[config.mk]
export PLATFORM = sky130hd
export DESIGN_NAME = suna_ctrl_flat
export DESIGN_NICKNAME = d
export VERILOG_FILES = /design/src/rtl/suna_pkg.sv /design/src/rtl/suna_ctrl_if.sv /design/src/rtl/suna_rr_arbiter.sv /design/src/rtl/suna_ctrl.sv /design/src/flat_wrapper.sv
export SDC_FILE = /design/constraint.sdc
export NUM_CORES = 1
export LEC_CHECK = 0
export BUFFER_PORTS_ARGS = -buffer_cell sky130_fd_sc_hd__buf_4
export CORE_ASPECT_RATIO = 0.9
export CORE_MARGIN = 1.5
export CORE_UTILIZATION = 57
export DETAILED_ROUTE_END_ITERATION = 10
export HOLD_SLACK_MARGIN = 0.05
export MAX_ROUTING_LAYER = met4
export PLACE_DENSITY = 0.87
export RECOVER_POWER = 25
export SETUP_SLACK_MARGIN = 0.5
export SLEW_MARGIN = 0
export SYNTH_ARGS = -nofsm -noshare
export SYNTH_HDL_FRONTEND = slang
export SYNTH_HIERARCHICAL = 1
export SYNTH_SLANG_ARGS = --single-unit
export TNS_END_PERCENT = 5
[constraint.sdc]
create_clock -name clock -period 2.71 [get_ports clock]
set_input_delay 0.813 -clock clock [delete_from_list [all_inputs] [get_ports clock]]
set_output_delay 0.813 -clock clock [all_outputs]
set_load 0.05 [all_outputs]
[src/rtl/suna_pkg.sv]
// Shared definitions for the alarm sequencer: FSM state encoding and default parameters.
// Latency: n/a (declarations only).
// Backpressure: n/a.
package suna_pkg;

  // Legacy-compatible state encoding
  typedef logic [1:0] state_t;
  localparam state_t ST_IDLE     = 2'd0;
  localparam state_t ST_RING_ON  = 2'd1;
  localparam state_t ST_RING_OFF = 2'd2;
  localparam state_t ST_COOLDOWN = 2'd3;

  // Production defaults
  localparam int DEF_N_REQ       = 4;
  localparam int DEF_TICK_DIV    = 25_000_000;
  localparam int DEF_RING_CYCLES = 10;
  localparam int DEF_GAP_TICKS   = 50_000_000;

endpackage

[src/rtl/suna_ctrl_if.sv]
// Request/ring bundle between timer/button logic (master) and the alarm sequencer (slave).
// Latency: n/a (wires only).
// Backpressure: none; requests are levels, dismiss is a single-cycle pulse.
interface suna_ctrl_if
  import suna_pkg::*;
#(
  parameter int N_REQ = DEF_N_REQ
);
  logic [N_REQ-1:0]         req;
  logic                     dismiss;
  logic                     ring;
  logic                     active;
  logic [N_REQ-1:0]         grant;
  logic [$clog2(N_REQ)-1:0] owner;

  modport master (output req, output dismiss, input ring, input active, input grant, input owner);
  modport slave  (input req, input dismiss, output ring, output active, output grant, output owner);
endinterface

[src/rtl/suna_rr_arbiter.sv]
// Round-robin pick among pending alarm sources, searching from the source after the last winner.
// Latency: purely combinational.
// Backpressure: none; result is only consumed when the sequencer is idle.
module suna_rr_arbiter
  import suna_pkg::*;
#(
  parameter int N_REQ = DEF_N_REQ
) (
  input  logic [N_REQ-1:0]         pending,
  input  logic [$clog2(N_REQ)-1:0] last,
  output logic [N_REQ-1:0]         win_onehot,
  output logic [$clog2(N_REQ)-1:0] win_idx,
  output logic                     win_vld
);

  // First pending source at offsets 1..N_REQ from last; last itself is checked last
  always_comb begin
    win_onehot = '0;
    win_idx    = '0;
    win_vld    = 1'b0;
    for (int k = 1; k <= N_REQ; k++) begin
      if (!win_vld && pending[(int'(last) + k) % N_REQ]) begin
        win_vld = 1'b1;
        win_idx = ($clog2(N_REQ))'((int'(last) + k) % N_REQ);
        win_onehot[(int'(last) + k) % N_REQ] = 1'b1;
      end
    end
  end

endmodule

[src/rtl/suna_ctrl.sv]
// Alarm sequencer: latches request edges, serves sources round-robin with an on/off ring cadence, then a quiet gap.
// Latency: req rise sampled at edge k -> ring/active/grant high after edge k+1 when idle.
// Backpressure: none; requests arriving mid-event stay pending until the sequencer returns to idle.
module suna_ctrl
  import suna_pkg::*;
#(
  parameter int N_REQ       = DEF_N_REQ,
  parameter int TICK_DIV    = DEF_TICK_DIV,
  parameter int RING_CYCLES = DEF_RING_CYCLES,
  parameter int GAP_TICKS   = DEF_GAP_TICKS
) (
  input logic        clock,
  input logic        reset,
  suna_ctrl_if.slave bus
);

  localparam int IW = $clog2(N_REQ);
  localparam int HW = $clog2(TICK_DIV);
  localparam int PW = $clog2(RING_CYCLES + 1);
  localparam int GW = $clog2(GAP_TICKS + 1);

  localparam logic [HW-1:0] HALF_LOAD = HW'(TICK_DIV - 1);
  localparam logic [PW-1:0] PER_LOAD  = PW'(RING_CYCLES);
  localparam logic [GW-1:0] GAP_LOAD  = GW'(GAP_TICKS - 1);
  localparam logic [IW-1:0] LAST_INIT = IW'(N_REQ - 1);

  state_t           state;
  logic [N_REQ-1:0] req_q;
  logic [N_REQ-1:0] rise;
  logic [N_REQ-1:0] pending;
  logic [N_REQ-1:0] clr_mask;
  logic [IW-1:0]    last;
  logic [IW-1:0]    owner_r;
  logic [N_REQ-1:0] grant_r;
  logic             ring_r;
  logic             active_r;
  logic [HW-1:0]    half_cnt;
  logic [PW-1:0]    per_cnt;
  logic [GW-1:0]    gap_cnt;
  logic [N_REQ-1:0] arb_win;
  logic [IW-1:0]    arb_idx;
  logic             arb_vld;
  logic             in_ring;
  logic             half_done;
  logic             ev_end;

  assign rise      = bus.req & ~req_q;
  assign in_ring   = (state == ST_RING_ON) || (state == ST_RING_OFF);
  assign half_done = (half_cnt == '0);
  // An event ends on dismiss, or when the last off half-period of the last cycle expires
  assign ev_end    = (in_ring && bus.dismiss) ||
                     ((state == ST_RING_OFF) && half_done && (per_cnt == PW'(1)));
  // grant_r is the one-hot of owner during an event, so it doubles as the clear mask
  assign clr_mask  = ev_end ? grant_r : '0;

  assign bus.ring   = ring_r;
  assign bus.active = active_r;
  assign bus.grant  = grant_r;
  assign bus.owner  = owner_r;

  suna_rr_arbiter #(.N_REQ(N_REQ)) u_arb (
    .pending    (pending),
    .last       (last),
    .win_onehot (arb_win),
    .win_idx    (arb_idx),
    .win_vld    (arb_vld)
  );

  // Request edge detect and pending flags; a new rise beats a same-cycle clear
  always_ff @(posedge clock or posedge reset) begin
    if (reset) begin
      req_q   <= '0;
      pending <= '0;
    end else begin
      req_q   <= bus.req;
      pending <= (pending & ~clr_mask) | rise;
    end
  end

  // Sequencer FSM with cadence/gap counters and registered outputs
  always_ff @(posedge clock or posedge reset) begin
    if (reset) begin
      state    <= ST_IDLE;
      ring_r   <= 1'b0;
      active_r <= 1'b0;
      grant_r  <= '0;
      owner_r  <= '0;
      last     <= LAST_INIT;
      half_cnt <= '0;
      per_cnt  <= '0;
      gap_cnt  <= '0;
    end else begin
      case (state)
        ST_IDLE: begin
          if (arb_vld) begin
            state    <= ST_RING_ON;
            ring_r   <= 1'b1;
            active_r <= 1'b1;
            grant_r  <= arb_win;
            owner_r  <= arb_idx;
            last     <= arb_idx;
            half_cnt <= HALF_LOAD;
            per_cnt  <= PER_LOAD;
          end
        end
        ST_RING_ON, ST_RING_OFF: begin
          if (ev_end) begin
            state    <= ST_COOLDOWN;
            ring_r   <= 1'b0;
            active_r <= 1'b0;
            grant_r  <= '0;
            gap_cnt  <= GAP_LOAD;
          end else if (half_done) begin
            half_cnt <= HALF_LOAD;
            if (state == ST_RING_ON) begin
              state  <= ST_RING_OFF;
              ring_r <= 1'b0;
            end else begin
              state   <= ST_RING_ON;
              ring_r  <= 1'b1;
              per_cnt <= per_cnt - PW'(1);
            end
          end else begin
            half_cnt <= half_cnt - HW'(1);
          end
        end
        ST_COOLDOWN: begin
          if (gap_cnt == '0) begin
            state <= ST_IDLE;
          end else begin
            gap_cnt <= gap_cnt - GW'(1);
          end
        end
        default: state <= ST_IDLE;
      endcase
    end
  end

endmodule

[src/flat_wrapper.sv]
// flat-port wrapper written by rule: the top's interface ports become plain ports
module suna_ctrl_flat import suna_pkg::*;
#(
  parameter int N_REQ       = DEF_N_REQ,
  parameter int TICK_DIV    = DEF_TICK_DIV,
  parameter int RING_CYCLES = DEF_RING_CYCLES,
  parameter int GAP_TICKS   = DEF_GAP_TICKS
)
  (clock, reset, bus_req, bus_dismiss, bus_ring, bus_active, bus_grant, bus_owner);
  suna_ctrl_if #(.N_REQ(N_REQ)) bus_i ();
  input logic clock;
  input logic reset;
  input wire logic [$bits(bus_i.req)-1:0] bus_req;
  input wire logic [$bits(bus_i.dismiss)-1:0] bus_dismiss;
  output wire logic [$bits(bus_i.ring)-1:0] bus_ring;
  output wire logic [$bits(bus_i.active)-1:0] bus_active;
  output wire logic [$bits(bus_i.grant)-1:0] bus_grant;
  output wire logic [$bits(bus_i.owner)-1:0] bus_owner;
  assign bus_i.req = bus_req;
  assign bus_i.dismiss = bus_dismiss;
  assign bus_ring = bus_i.ring;
  assign bus_active = bus_i.active;
  assign bus_grant = bus_i.grant;
  assign bus_owner = bus_i.owner;
  suna_ctrl #(.N_REQ(N_REQ), .TICK_DIV(TICK_DIV), .RING_CYCLES(RING_CYCLES), .GAP_TICKS(GAP_TICKS)) u_core (.clock(clock), .reset(reset), .bus(bus_i));
endmodule
==> results.cfg <==
[final_layout]
finalNonFillerCells = 674
drive_gt1_share_pct = 25.04
diodes = 0
syn2layout_area_growth_pct = 21.11
fin_nets = 596
nFillCells = 560

[critical_path]
startpoint_type = register
worstRegToRegCells = 7
critPathCaptureType = register
max_stage_delay_ns = 0.54
path_cells = or4_4 -> or4_4 -> nor4_4 -> buf_4 -> o211ai_4 -> o31ai_1 -> or3b_1
worstReg2RegEnd = u_core/gap_cnt[21]
worstPathRequired_ns = 2.95
cpMaxStageDelayCell = or4_4
critPathKind = register to register
cpMostUsedCell = or4_4
crit_fanout = 8
worstReg2RegStart = u_core/half_cnt[8]
critPathArrivalTime_ns = 2.99
crit_family = simple AND/OR/NAND/NOR gates
r2r_slack_ns = -0.05
critPathBufInv = 1

[power]
max-vdd-ir-drop_mv = 0.4104
power.total_mw = 5.245
powerDensity_nw_per_um2 = 933.0
p_leak_nw = 2.265

[synth]
synth_most_common_cell = dfrtp_1
synth_edf_count = 0
netlist_instances = 504
yosysSeqAreaShare_pct = 40.49
yosys.area.top_type_share_pct = 39.35
synthMuxAreaShare_pct = 3.208
syn_nets = 530
synth.distinct_cells = 68
avgSynthCellArea_um2 = 9.210
synth_seq_cells = 75
yosys.area_share.simple_pct = 26.17
ys_top_cells_by_area = dfrtp_1 (39%), ha_1 (5.1%), nor2_1 (3.8%), o21ai_0 (3.2%), or3_1 (3.1%)
synth_compound_area_share_pct = 19.25
synth_top_family_by_area = simple AND/OR/NAND/NOR gates
yosysWarnings = 6
ys_top_cells_by_count = dfrtp_1 (73), nor2_1 (47), nand2_1 (37)
async_reset_ff_share_pct = 100.0
synthAdderAreaFrac_pct = 5.121
synth_area_um2 = 4642
synth_flop_cell = dfrtp_1
yosys.area.top_type = dfrtp_1
yosys.area_share.xor_xnor_pct = 1.509

[die]
die_area_um2 = 8695
die_x_um = 98.13
die_h_um = 88.61
io_pins = 15
coreArea_um2 = 7990
start_util_pct = 58.10
rows = 31

[min_path]
hold_path.class = register to register
worstHoldStart = u_core/bus.owner[0]
hold_depth = 1
whs_endpoint = u_core/bus.owner[0]

[cts]
clock-root-buffer = clkbuf_8
hold_buffers = 0
clkTransAtPathRegs_ns = 0.08
numCtsBuffers = 9
htree_levels = 3
cts_buffer_depth = 2
clk_latency_ns = 0.36
tritoncts = built
cts_num_sinks = 75

[grt]
gr-usage-all-layers_pct = 29.55
grt_pass1_wl_mm = 19.93
grt_max_degree = 36
grt-ovfl-total = 0
antenna_found_initial = 0
grt_pass1_vias = 4207

[place]
gp_congestion = 0.9789
place_ws_ns = -0.1778
port_buffers = 14
hpwl_mm = 8.105
dpl.cell_count = 650

[route]
drt-total-wl_mm = 12.21
top_layer_used = met4
dr.pass1.iters = 5
ant_nets = 0
met3_length_um = 803
met1_length_mm = 5.111
routed_via_density = 6.604
drt_iter0_drc = 375
drc = 0
via_count = 4451
detailroute.wirelength.met2_mm = 5.914
wl_per_cell_um = 18.11

[status]
status = finished with violations
failed_checks = negative setup slack

[timing]
setup_viol = 1
fin_crit_ns = 2.756
rsz0062_at_grt = true
slew_headroom_pct = 25.51
slew_viol_final = 0
clock_skew_ns = 0.008474
tightest_slew_ns = 1.111
whs_ns = 0.4872
post-route-period-util_pct = 101.7
setup_slack_ns = -0.04604
finalHoldViolCount = 0
fmax_mhz = 362.8
fin_setup_tns_ns = -0.04604

[run]
cap_violations = 0
[cells by family after synthesis]
logic type      Yosys count
fa+ha+maj                19
xor+xnor                  8
mux                      12
buf+inv                  47
flops                    75
simple gates            217
compound gates          126
[report_power, final]
group	internal [mW]	leakage, nW	switching [mW]	total [mW]
combinational	1.16	1.34	1.74	2.90
clock	0.498	0.108	0.431	0.928
sequential	1.28	0.813	0.128	1.41
[area by class of cell]
cell class / count / area, um^2 / share of cell area, %
multi-input cells: 382 / 2730 / 48.56
inverters: 27 / 102.6 / 1.825
flip-flops and latches: 75 / 1879 / 33.43
repair buffers: 75 / 573.1 / 10.19
clock buffers: 12 / 165.2 / 2.938
clock inverters: 4 / 47.55 / 0.8458
well taps: 99 / 123.9 / 2.203
[through the flow]
stage / util, % / instance area (um^2)
global placement: 65.00 / 5194
global route: 70.36 / 5622
CTS: 68.71 / 5490
floorplan: - / 4652
finish: 70.36 / 5622
detailed placement: 65.00 / 5194
[cell usage in the layout (no fill, tap or decap), types with 12 or more instances in the layout]
cell type,Yosys,final
or3_1,23,21
nand3_1,21,19
a31oi_1,13,13
nor2_1,47,47
a21oi_1,18,16
nand2_1,37,36
dfrtp_1,73,73
buf_4,0,68
nand4_1,16,16
inv_1,27,19
o21ai_0,30,26
clkbuf_8,0,12
o31ai_1,15,15
ha_1,19,15
[registers in the layout, indices dropped and copies added, names as in the netlist]
register           flops
u_core/bus.ring        1
u_core/last            2
u_core/gap_cnt        26
u_core/half_cnt       25
u_core/bus.owner       2
u_core/bus.active      1
u_core/req_q           4
u_core/per_cnt         4
u_core/bus.grant       4
u_core/state           2
u_core/pending         4
[worst max-delay path by stage]
stage,start,endpoint,slack (ns),depth (start not counted)
global placement,u_core/half_cnt[1],u_core/gap_cnt[21],-0.04,8
CTS,u_core/half_cnt[1],u_core/gap_cnt[21],-0.05,9
floorplan,u_core/last[0],u_core/bus.grant[1],-0.002,10
detailed placement,u_core/half_cnt[1],u_core/gap_cnt[21],-0.18,8
global route,u_core/half_cnt[1],u_core/gap_cnt[21],-0.11,9
finish,u_core/half_cnt[8],u_core/gap_cnt[21],-0.05,7
[layer usage]
metal  up-vias  global-route usage [%]
met5         -                       -
met1      2181                   38.11
li1       2022                       -
met4         0                   13.51
met2       201                   46.21
met3        47                   4.976
[repair_timing]
action,4_1_cts,5_1_grt
buffers inserted,6,2
endpoints found under the setup margin,69,69
pin swaps,8,19
gates resized for setup,12,32
cloned,0,0
Note: power is estimated with default switching activity, not from simulation.
